--- config.mk ---
export PLATFORM = sky130hd
export DESIGN_NAME = div_seq_flat
export DESIGN_NICKNAME = d
export VERILOG_FILES = /design/src/rtl/div_seq_pkg.sv /design/src/rtl/div_seq_if.sv /design/src/rtl/div_seq_step.sv /design/src/rtl/div_seq.sv /design/src/flat_wrapper.sv
export SDC_FILE = /design/constraint.sdc
export NUM_CORES = 1
export LEC_CHECK = 0
export CAP_MARGIN = 0
export CORE_MARGIN = 1.5
export CORE_UTILIZATION = 58
export CTS_CLUSTER_SIZE = 28
export DETAILED_ROUTE_END_ITERATION = 16
export PLACE_DENSITY = 0.82
export SYNTH_ARGS = -nofsm -noshare
export SYNTH_HDL_FRONTEND = slang
export SYNTH_HIERARCHICAL = 1
export SYNTH_SLANG_ARGS = --single-unit
--- constraint.sdc ---
create_clock -name clk -period 3.7 [get_ports clk]
set_input_delay 0.74 -clock clk [delete_from_list [all_inputs] [get_ports clk]]
set_output_delay 0.74 -clock clk [all_outputs]
set_load 0.01 [all_outputs]
--- src/rtl/div_seq_pkg.sv ---
// Shared definitions for the EX-stage divide sequencer: FSM state codes,
// handshake levels and common constants.
package div_seq_pkg;

   typedef enum logic [1:0] {
      DivFree   = 2'b00,
      DivByZero = 2'b01,
      DivOn     = 2'b10,
      DivEnd    = 2'b11
   } div_state_e;

   localparam logic        RstEnable         = 1'b1;
   localparam logic        DivResultReady    = 1'b1;
   localparam logic        DivResultNotReady = 1'b0;
   localparam logic        DivStart          = 1'b1;
   localparam logic        DivStop           = 1'b0;
   localparam logic [31:0] ZeroWord          = 32'h0000_0000;

endpackage

--- src/rtl/div_seq_if.sv ---
// Request/response bundle between the EX stage (master) and the divide
// sequencer (slave).
interface div_seq_if #(
   parameter int DATA_W = 32
);

   logic                  signed_div_i;
   logic [DATA_W-1:0]     opdata1_i;
   logic [DATA_W-1:0]     opdata2_i;
   logic                  start_i;
   logic                  annul_i;
   logic [2*DATA_W-1:0]   result_o;
   logic                  ready_o;
   logic                  stallreq_o;

   modport master (
      output signed_div_i, opdata1_i, opdata2_i, start_i, annul_i,
      input  result_o, ready_o, stallreq_o
   );

   modport slave (
      input  signed_div_i, opdata1_i, opdata2_i, start_i, annul_i,
      output result_o, ready_o, stallreq_o
   );

endinterface

--- src/rtl/div_seq_step.sv ---
// One restoring-divide iteration: shift {rem, dvd} left, conditionally
// subtract the divisor and shift the new quotient bit into dvd.
module div_seq_step #(
   parameter int DATA_W = 32
) (
   input  logic [DATA_W-1:0] rem,
   input  logic [DATA_W-1:0] dvd,
   input  logic [DATA_W-1:0] dsr,
   output logic [DATA_W-1:0] rem_nxt,
   output logic [DATA_W-1:0] dvd_nxt
);

   logic [DATA_W:0]   rem_sh;
   logic [DATA_W-1:0] diff;
   logic              take;

   // Compare one bit wider so a shifted remainder above 2^DATA_W never aliases.
   assign rem_sh  = {rem, dvd[DATA_W-1]};
   assign take    = (rem_sh >= {1'b0, dsr});
   assign diff    = rem_sh[DATA_W-1:0] - dsr;
   assign rem_nxt = take ? diff : rem_sh[DATA_W-1:0];
   assign dvd_nxt = {dvd[DATA_W-2:0], take};

endmodule

--- src/rtl/div_seq.sv ---
// Multi-cycle radix-2 restoring divider for DIV/DIVU; stalls the pipeline
// until the {remainder, quotient} pair is ready for the HI/LO write.
module div_seq
   import div_seq_pkg::*;
#(
   parameter int DATA_W = 32,
   parameter int CNT_W  = 6
) (
   input  logic      clk,
   input  logic      rst,
   div_seq_if.slave  bus
);

   div_state_e            state_q, state_d;
   logic [CNT_W-1:0]      cnt_q, cnt_d;
   logic [DATA_W-1:0]     rem_q, rem_d;
   logic [DATA_W-1:0]     dvd_q, dvd_d;
   logic [DATA_W-1:0]     dsr_q, dsr_d;
   logic                  neg1_q, neg1_d;
   logic                  neg2_q, neg2_d;
   logic                  sdiv_q, sdiv_d;
   logic [2*DATA_W-1:0]   result_q, result_d;
   logic                  ready_q, ready_d;
   logic [DATA_W-1:0]     rem_nxt, dvd_nxt;
   logic signed [DATA_W-1:0] op1_s, op2_s;

   function automatic logic [DATA_W-1:0] neg_w(input logic [DATA_W-1:0] v);
      return ~v + DATA_W'(1);
   endfunction

   function automatic logic [DATA_W-1:0] abs_w(input logic signed [DATA_W-1:0] v,
                                               input logic is_signed);
      return (is_signed && (v < 0)) ? neg_w(v) : v;
   endfunction

   assign op1_s = bus.opdata1_i;
   assign op2_s = bus.opdata2_i;

   div_seq_step #(.DATA_W(DATA_W)) u_step (
      .rem     (rem_q),
      .dvd     (dvd_q),
      .dsr     (dsr_q),
      .rem_nxt (rem_nxt),
      .dvd_nxt (dvd_nxt)
   );

   always_comb begin
      state_d  = state_q;
      cnt_d    = cnt_q;
      rem_d    = rem_q;
      dvd_d    = dvd_q;
      dsr_d    = dsr_q;
      neg1_d   = neg1_q;
      neg2_d   = neg2_q;
      sdiv_d   = sdiv_q;
      result_d = result_q;
      ready_d  = ready_q;
      case (state_q)
         DivFree: begin
            ready_d = DivResultNotReady;
            if (bus.start_i == DivStart && !bus.annul_i) begin
               if (bus.opdata2_i == '0) begin
                  state_d = DivByZero;
               end else begin
                  state_d = DivOn;
                  cnt_d   = '0;
                  rem_d   = '0;
                  dvd_d   = abs_w(op1_s, bus.signed_div_i);
                  dsr_d   = abs_w(op2_s, bus.signed_div_i);
                  neg1_d  = bus.opdata1_i[DATA_W-1];
                  neg2_d  = bus.opdata2_i[DATA_W-1];
                  sdiv_d  = bus.signed_div_i;
               end
            end
         end
         DivByZero: begin
            ready_d = DivResultNotReady;
            if (bus.annul_i) begin
               state_d = DivFree;
            end else begin
               state_d  = DivEnd;
               result_d = '0;
            end
         end
         DivOn: begin
            if (bus.annul_i) begin
               state_d = DivFree;
               ready_d = DivResultNotReady;
            end else if (cnt_q != CNT_W'(DATA_W)) begin
               rem_d = rem_nxt;
               dvd_d = dvd_nxt;
               cnt_d = cnt_q + CNT_W'(1);
            end else begin
               // Magnitude result is final; restore signs before exposing it.
               result_d = {(sdiv_q && neg1_q) ? neg_w(rem_q) : rem_q,
                           (sdiv_q && (neg1_q ^ neg2_q)) ? neg_w(dvd_q) : dvd_q};
               state_d  = DivEnd;
               ready_d  = DivResultReady;
            end
         end
         DivEnd: begin
            if (bus.start_i == DivStop || bus.annul_i) begin
               state_d = DivFree;
               ready_d = DivResultNotReady;
            end else begin
               ready_d = DivResultReady;
            end
         end
         default: state_d = DivFree;
      endcase
   end

   always_ff @(posedge clk) begin
      if (rst == RstEnable) begin
         state_q  <= DivFree;
         cnt_q    <= '0;
         rem_q    <= '0;
         dvd_q    <= '0;
         dsr_q    <= '0;
         neg1_q   <= 1'b0;
         neg2_q   <= 1'b0;
         sdiv_q   <= 1'b0;
         result_q <= '0;
         ready_q  <= DivResultNotReady;
      end else begin
         state_q  <= state_d;
         cnt_q    <= cnt_d;
         rem_q    <= rem_d;
         dvd_q    <= dvd_d;
         dsr_q    <= dsr_d;
         neg1_q   <= neg1_d;
         neg2_q   <= neg2_d;
         sdiv_q   <= sdiv_d;
         result_q <= result_d;
         ready_q  <= ready_d;
      end
   end

   assign bus.result_o   = result_q;
   assign bus.ready_o    = ready_q;
   assign bus.stallreq_o = bus.start_i & ~bus.annul_i & ~ready_q & ~(rst == RstEnable);

endmodule

--- src/flat_wrapper.sv ---
// flat-port wrapper written by rule: the top's interface ports become plain ports
module div_seq_flat import div_seq_pkg::*;
#(
   parameter int DATA_W = 32,
   parameter int CNT_W  = 6
)
  (clk, rst, bus_signed_div_i, bus_opdata1_i, bus_opdata2_i, bus_start_i, bus_annul_i, bus_result_o, bus_ready_o, bus_stallreq_o);
  div_seq_if #(.DATA_W(DATA_W)) bus_i ();
  input  logic clk;
  input  logic rst;
  input wire logic [$bits(bus_i.signed_div_i)-1:0] bus_signed_div_i;
  input wire logic [$bits(bus_i.opdata1_i)-1:0] bus_opdata1_i;
  input wire logic [$bits(bus_i.opdata2_i)-1:0] bus_opdata2_i;
  input wire logic [$bits(bus_i.start_i)-1:0] bus_start_i;
  input wire logic [$bits(bus_i.annul_i)-1:0] bus_annul_i;
  output wire logic [$bits(bus_i.result_o)-1:0] bus_result_o;
  output wire logic [$bits(bus_i.ready_o)-1:0] bus_ready_o;
  output wire logic [$bits(bus_i.stallreq_o)-1:0] bus_stallreq_o;
  assign bus_i.signed_div_i = bus_signed_div_i;
  assign bus_i.opdata1_i = bus_opdata1_i;
  assign bus_i.opdata2_i = bus_opdata2_i;
  assign bus_i.start_i = bus_start_i;
  assign bus_i.annul_i = bus_annul_i;
  assign bus_result_o = bus_i.result_o;
  assign bus_ready_o = bus_i.ready_o;
  assign bus_stallreq_o = bus_i.stallreq_o;
  div_seq #(.DATA_W(DATA_W), .CNT_W(CNT_W)) u_core (.clk(clk), .rst(rst), .bus(bus_i));
endmodule
==> flow_summary.json, run 1 <==
{
  "required_ns": 3.97,
  "antennaDiodeCount": 0,
  "grt_pass1_vias": 10300,
  "clk_latency_ns": 0.43,
  "avgSynthCellArea_sq_um": 7.68,
  "cpMaxStageDelayCell": "ha_1",
  "num_vias": 11400,
  "synth_fp_nets": 1641,
  "grt_overflow_total": 0,
  "final_antenna_net_count": 0,
  "crit_path_end_kind": "register",
  "layout.area.seq_sq_mm": 0.00344,
  "ys.flop_type": "dfxtp_1",
  "synth_top_area_share_pct": 29.3,
  "track_usage_pct": 29.1,
  "die_area_sq_mm": 0.0211,
  "drc": 0,
  "pwr-share-seq_pct": 32.0,
  "coreArea_sq_mm": 0.0197,
  "syn_area_sq_mm": 0.0117,
  "die_y_microns": 145,
  "gp_congestion": 0.947,
  "slew_violations": 0,
  "cts_tree": "done",
  "cts-buffers-inserted": 17,
  "synth-edff-count": 0,
  "start_kind": "register",
  "cts.htree.levels": 4,
  "fin_util_pct": 69.8,
  "grt_pass1_wl_microns": 51000,
  "cellInternalPower_mw": 4.32,
  "dp_hpwl_microns": 22700,
  "finalClockSkew_ns": 0.0108,
  "synthTopCellsByArea": "dfxtp_1 29%, a21oi_1 5.5%, nand2_1 5.4%",
  "cts_buffer_depth": 2,
  "worst_pin_slew_ns": 1.17,
  "post-route-min-period_ns": 3.35,
  "drt-vias-per-instance": 6.10,
  "fmax_ghz": 0.298,
  "routed_wl_microns": 31300,
  "postPlaceCellArea_sq_mm": 0.0131,
  "syn_to_final_growth_pct": 16.8,
  "rsz0062_at_grt": "no",
  "status": "completed",
  "cp.arrival_ns": 3.63,
  "switching_share_pct": 38.2,
  "finalSetupViolCount": 0,
  "fin_area_sq_mm": 0.0137,
  "hp-class": "register to register",
  "ys_ff_latch": 172,
  "critical_path_buf_inv_count": 3,
  "p_leak_nw": 5.08,
  "synth_area_leader_cell": "dfxtp_1",
  "max_stage_delay_ns": 0.40,
  "cp_top_family": "compound AO/OA/AOI/OAI gates",
  "slew_headroom_pct": 21.6,
  "hold_buffers": 0,
  "power_density_mw_per_mm2": 510,
  "fin_nets": 1700,
  "drt-pass1-iter-count": 8,
  "nFillCells": 1628,
  "multiInputGateArea_sq_mm": 0.00738,
  "switchingPower_mw": 2.67,
  "irDropWorstVdd_uv": 319,
  "fin_tns_setup_ns": 0,
  "cts_setup_buffers": 0,
  "portBuffers": 134,
  "grt_max_degree": 82,
  "postSynthCellCount": 1528,
  "maxCapViolCount": 0,
  "rows": 51,
  "drive_gt1_share_pct": 7.44,
  "synth_warnings": 6,
  "routedWlPerCell_microns": 16.8,
  "timing.final.hold_violations": 0,
  "drtIter0Drc": 1206,
  "crit_fanout": 16,
  "synth_commonest_cells": "172 x dfxtp_1, 168 x nand2_1, 130 x a21oi_1, 127 x nor2_1, 81 x o21ai_0",
  "worstPathCellList": "inv_1 > ha_1 > nand4_1 > nor3_1 > o211ai_1 > nor4b_4 > o21ai_2 > a31oi_4 > o21a_4 > inv_2 > buf_4 > mux2_2 > nand3_1 > a21oi_1",
  "period_share_pct": 90.6,
  "start_util_pct": 59.7,
  "fp.dieW_microns": 145,
  "async_flop_share_pct": 0,
  "cts-resized-gates": 0,
  "ys_types": 75,
  "synth_seq_area_share_pct": 29.3,
  "clk_pin_slew_ns": 0.06,
  "antenna_found_initial": 0,
  "clockRootBuffer": "clkbuf_16",
  "whs_ns": 0.451,
  "numClockSinks": 172,
  "critPathKind": "register to register",
  "combPwrFrac_pct": 40.9,
  "synth_most_common_cell": "dfxtp_1",
  "io_pins": 135,
  "p_clk_share_pct": 27.1
}
## kinds of logic after synthesis
kind of cell,count (synthesis),share of synthesized area (%)
compound gates,423,23.1
xor+xnor,131,9.78
fa+ha+maj,44,4.76
buf+inv,204,7.96
flops,172,29.3
mux,36,3.67
simple gates,518,21.4
## worst paths after layout
kind | start | end | slack, ns | cells after the start
hold reg to reg | u_core/bus.result_o[56]$_SDFFE_PP0P_ | u_core/bus.result_o[56]$_SDFFE_PP0P_ | 0.45 | 2
hold / removal | u_core/bus.result_o[56]$_SDFFE_PP0P_ | u_core/bus.result_o[56]$_SDFFE_PP0P_ | 0.45 | 2
setup reg to reg | u_core/dsr_q[10]$_SDFFE_PP0P_ | u_core/rem_q[16]$_SDFFE_PP0P_ | 0.35 | 14
setup / recovery | u_core/dsr_q[10]$_SDFFE_PP0P_ | u_core/rem_q[16]$_SDFFE_PP0P_ | 0.35 | 14
## through the flow
stage / worst slack, ns / total power, mW / cells
floorplan: 0.733 / 4.46 / 1528
global placement: 0.142 / 4.98 / 1833
detailed placement: 0.0676 / 5.04 / 1833
CTS: 0.370 / 6.94 / 1864
global route: 0.115 / 7.39 / 1864
finish: 0.347 / 7.00 / 1864
## cell usage in the layout (no fill, tap or decap), types with 20 or more instances in the layout
master,count
xor2_1,63
clkdlybuf4s50_1,133
buf_4,35
mux2_2,20
inv_1,71
a211oi_1,33
o31ai_1,21
nand3_1,59
a31oi_1,29
xnor2_1,68
ha_1,42
o21ai_0,81
nor2_1,127
nand2_1,168
o211ai_1,28
nor3_1,31
dfxtp_1,172
a21oi_1,130
## sequential cells by signal (all words and copies together) (netlist names)
register             cells
u_core/sdiv_q            1
u_core/cnt_q             6
u_core/bus.result_o     64
u_core/state_q           2
u_core/bus.ready_o       1
u_core/neg2_q            1
u_core/rem_q            32
u_core/neg1_q            1
u_core/dvd_q            32
u_core/dsr_q            32
## tightest hold or removal path: cells and delay by family, from the launching register on
family / cells / cell delay, ns
compound gates: 1 / 0.05
simple gates: 1 / 0.04
flops: 1 / 0.32
## layer usage
metal  wire length (microns)  GRT usage (%)
met4                     503           8.93
met3                    2430           4.31
met1                   14000           39.5
met5                       0              0
met2                   14400           47.7
## cell type report
class | count | share of cell area [%]
multi-input combinational | 1152 | 53.9
clock buffer | 20 | 3.33
tap | 265 | 2.42
sequential | 172 | 25.1
timing repair buffer | 171 | 12.1
clock inverter | 11 | 1.22
inverter | 73 | 2.00
## power by group through the flow
stage,sequential [mW],clock [mW],combinational [mW]
2_1_floorplan,2.19,0,2.27
3_3_place_gp,2.25,0,2.72
3_5_place_dp,2.27,0,2.77
4_1_cts,2.23,1.92,2.80
5_1_grt,2.26,2.00,3.13
6_report,2.24,1.90,2.86
Note: power is estimated with default switching activity, not from simulation.
==> inputs of run 2 (changes only) <==
Settings changed: CORE_MARGIN 1.5 to 5.
==> run 2 against run 1 <==
  * Critical path depth is the same
  * Global-route usage shrank 3.0 points
  * Final area grew 0.14%
  * Via count shrank 0.91%
  * Non-clock buffer count grew 5
  * Largest cell class unchanged
  * Largest power group unchanged
==> flow_summary.json, run 2 (synthesis gave the netlist of run 1 again) <==
{
  "whs_ns": 0.450,
  "finalClockSkew_ns": 0.0112,
  "grt_overflow_total": 0,
  "regToRegStartpoint": "u_core/dsr_q[11]$_SDFFE_PP0P_",
  "slew_headroom_pct": 21.8,
  "drc": 0,
  "rsz0062_at_grt": "no",
  "drt-pass1-iter-count": 5,
  "io_pins": 135,
  "fin_nets": 1705,
  "routedWlPerCell_microns": 16.7,
  "die_y_microns": 152,
  "drt-vias-per-instance": 6.01,
  "cts-resized-gates": 0,
  "clk_latency_ns": 0.43,
  "cts_tree": "done",
  "antenna_found_initial": 0,
  "start_util_pct": 58.4,
  "routed_wl_microns": 31300,
  "hp-class": "register to register",
  "grt_pass1_vias": 10400,
  "required_ns": 3.99,
  "dp_hpwl_microns": 23200,
  "postPlaceCellArea_sq_mm": 0.0132,
  "antennaDiodeCount": 0,
  "portBuffers": 134,
  "slew_violations": 0,
  "die_area_sq_mm": 0.0232,
  "finalSetupViolCount": 0,
  "holdPathStages": 2,
  "highest_layer": "met4",
  "numClockSinks": 172,
  "fin_util_pct": 68.3,
  "post-route-min-period_ns": 3.36,
  "p_leak_nw": 5.09,
  "crit_fanout": 15,
  "largest_reg_flops": 64,
  "grt_pass1_wl_microns": 51500,
  "cp.arrival_ns": 3.66,
  "syn_to_final_growth_pct": 17.0,
  "cts_buffer_depth": 2,
  "clk_pin_slew_ns": 0.06,
  "reg2reg_depth": 14,
  "num_vias": 11300,
  "irDropWorstVdd_uv": 418,
  "power_density_mw_per_mm2": 501,
  "cts.htree.levels": 4,
  "maxCapViolCount": 0,
  "min_to": "u_core/bus.result_o[24]$_SDFFE_PP0P_",
  "track_usage_pct": 26.1,
  "fin_tns_setup_ns": 0,
  "fmax_ghz": 0.297,
  "final_common_cell": "dfxtp_1",
  "mostFrequentLayoutCells": "172 x dfxtp_1, 168 x nand2_1, 133 x clkdlybuf4s50_1",
  "gp_congestion": 0.974,
  "cts_setup_buffers": 0,
  "rows": 52,
  "drtIter0Drc": 911,
  "clockRootBuffer": "clkbuf_16",
  "period_share_pct": 90.9,
  "crit_path_end_kind": "register",
  "coreArea_sq_mm": 0.0201,
  "wl_met3_microns": 2010,
  "fin_area_sq_mm": 0.0137,
  "wl_met1_microns": 14500,
  "hold_start": "u_core/bus.result_o[24]$_SDFFE_PP0P_",
  "wl_met2_microns": 14100,
  "drive_gt1_share_pct": 7.86,
  "cts-buffers-inserted": 17,
  "hold_buffers": 0,
  "critPathKind": "register to register",
  "status": "completed",
  "r2r_setup_slack_ns": 0.34,
  "grt_max_degree": 81,
  "r2r-end": "u_core/rem_q[19]$_SDFFE_PP0P_",
  "timing.final.hold_violations": 0,
  "worst_pin_slew_ns": 1.17,
  "start_kind": "register",
  "fp.dieW_microns": 152,
  "final_antenna_net_count": 0
}
==> run 2: cell count changes in the layout (fill, tap and decap cells not counted), moves of 2 or more <==
cell | previous run | this run
buf_12 | 3 | 5
buf_4 | 35 | 38
inv_6 | 0 | 2
bufinv_16 | 4 | 1
==> run 2: area by class of cell <==
| class | instances | area (sq um) |
|---|---|---|
| sequential | 172 | 3440 |
| timing repair buffer | 176 | 1720 |
| fill | 1709 | 6370 |
| clock inverter | 12 | 115 |
| inverter | 73 | 274 |
| multi-input combinational | 1152 | 7390 |
| clock buffer | 19 | 453 |
| tap | 270 | 338 |
==> run 2: worst max path at each step <==
stage / from / depth (start not counted) / to / slack [ns]
2_1_floorplan: u_core/rem_q[6]$_SDFFE_PP0P_ / 14 / u_core/rem_q[21]$_SDFFE_PP0P_ / 0.73
6_report: u_core/dsr_q[11]$_SDFFE_PP0P_ / 14 / u_core/rem_q[19]$_SDFFE_PP0P_ / 0.34
5_1_grt: u_core/dsr_q[11]$_SDFFE_PP0P_ / 14 / u_core/rem_q[25]$_SDFFE_PP0P_ / 0.17
3_5_place_dp: bus_opdata2_i[5] / 9 / u_core/dvd_q[29]$_SDFFE_PP0P_ / 0.12
4_1_cts: u_core/dsr_q[11]$_SDFFE_PP0P_ / 14 / u_core/rem_q[19]$_SDFFE_PP0P_ / 0.39
3_3_place_gp: bus_opdata2_i[5] / 9 / u_core/dvd_q[29]$_SDFFE_PP0P_ / 0.16
==> run 2: per-stage QoR <==
step	std cells	setup slack, ns	power (mW)
after detailed placement	1843	0.121	5.10
after global placement	1843	0.164	5.03
after global routing	1874	0.168	7.30
final	1874	0.338	6.88
after CTS	1874	0.391	6.84
after floorplan	1528	0.733	4.46
==> run 2: worst max-delay path, cell delays in order (launching register included) <==
cell	delay, ns
dfxtp_1	0.32
inv_1	0.05
ha_1	0.41
nand4_1	0.21
nor3_1	0.39
o211ai_1	0.21
nor4b_4	0.20
o21ai_2	0.18
a31oi_4	0.13
o21a_4	0.27
inv_2	0.06
buf_4	0.26
mux2_2	0.38
nand3_1	0.09
a21oi_1	0.08
==> run 2: per-layer routing <==
metal | up-vias | GRT usage, %
met3 | 59 | 4.23
met1 | 5251 | 36.3
met5 | - | 0
met2 | 404 | 41.9
met4 | 0 | 8.26
li1 | 5556 | -
==> run 2: report_power, final <==
group,switching (mW),internal [mW]
registers,0.209,2.02
clock network,0.763,0.966
logic,1.74,1.17
total,2.72,4.16
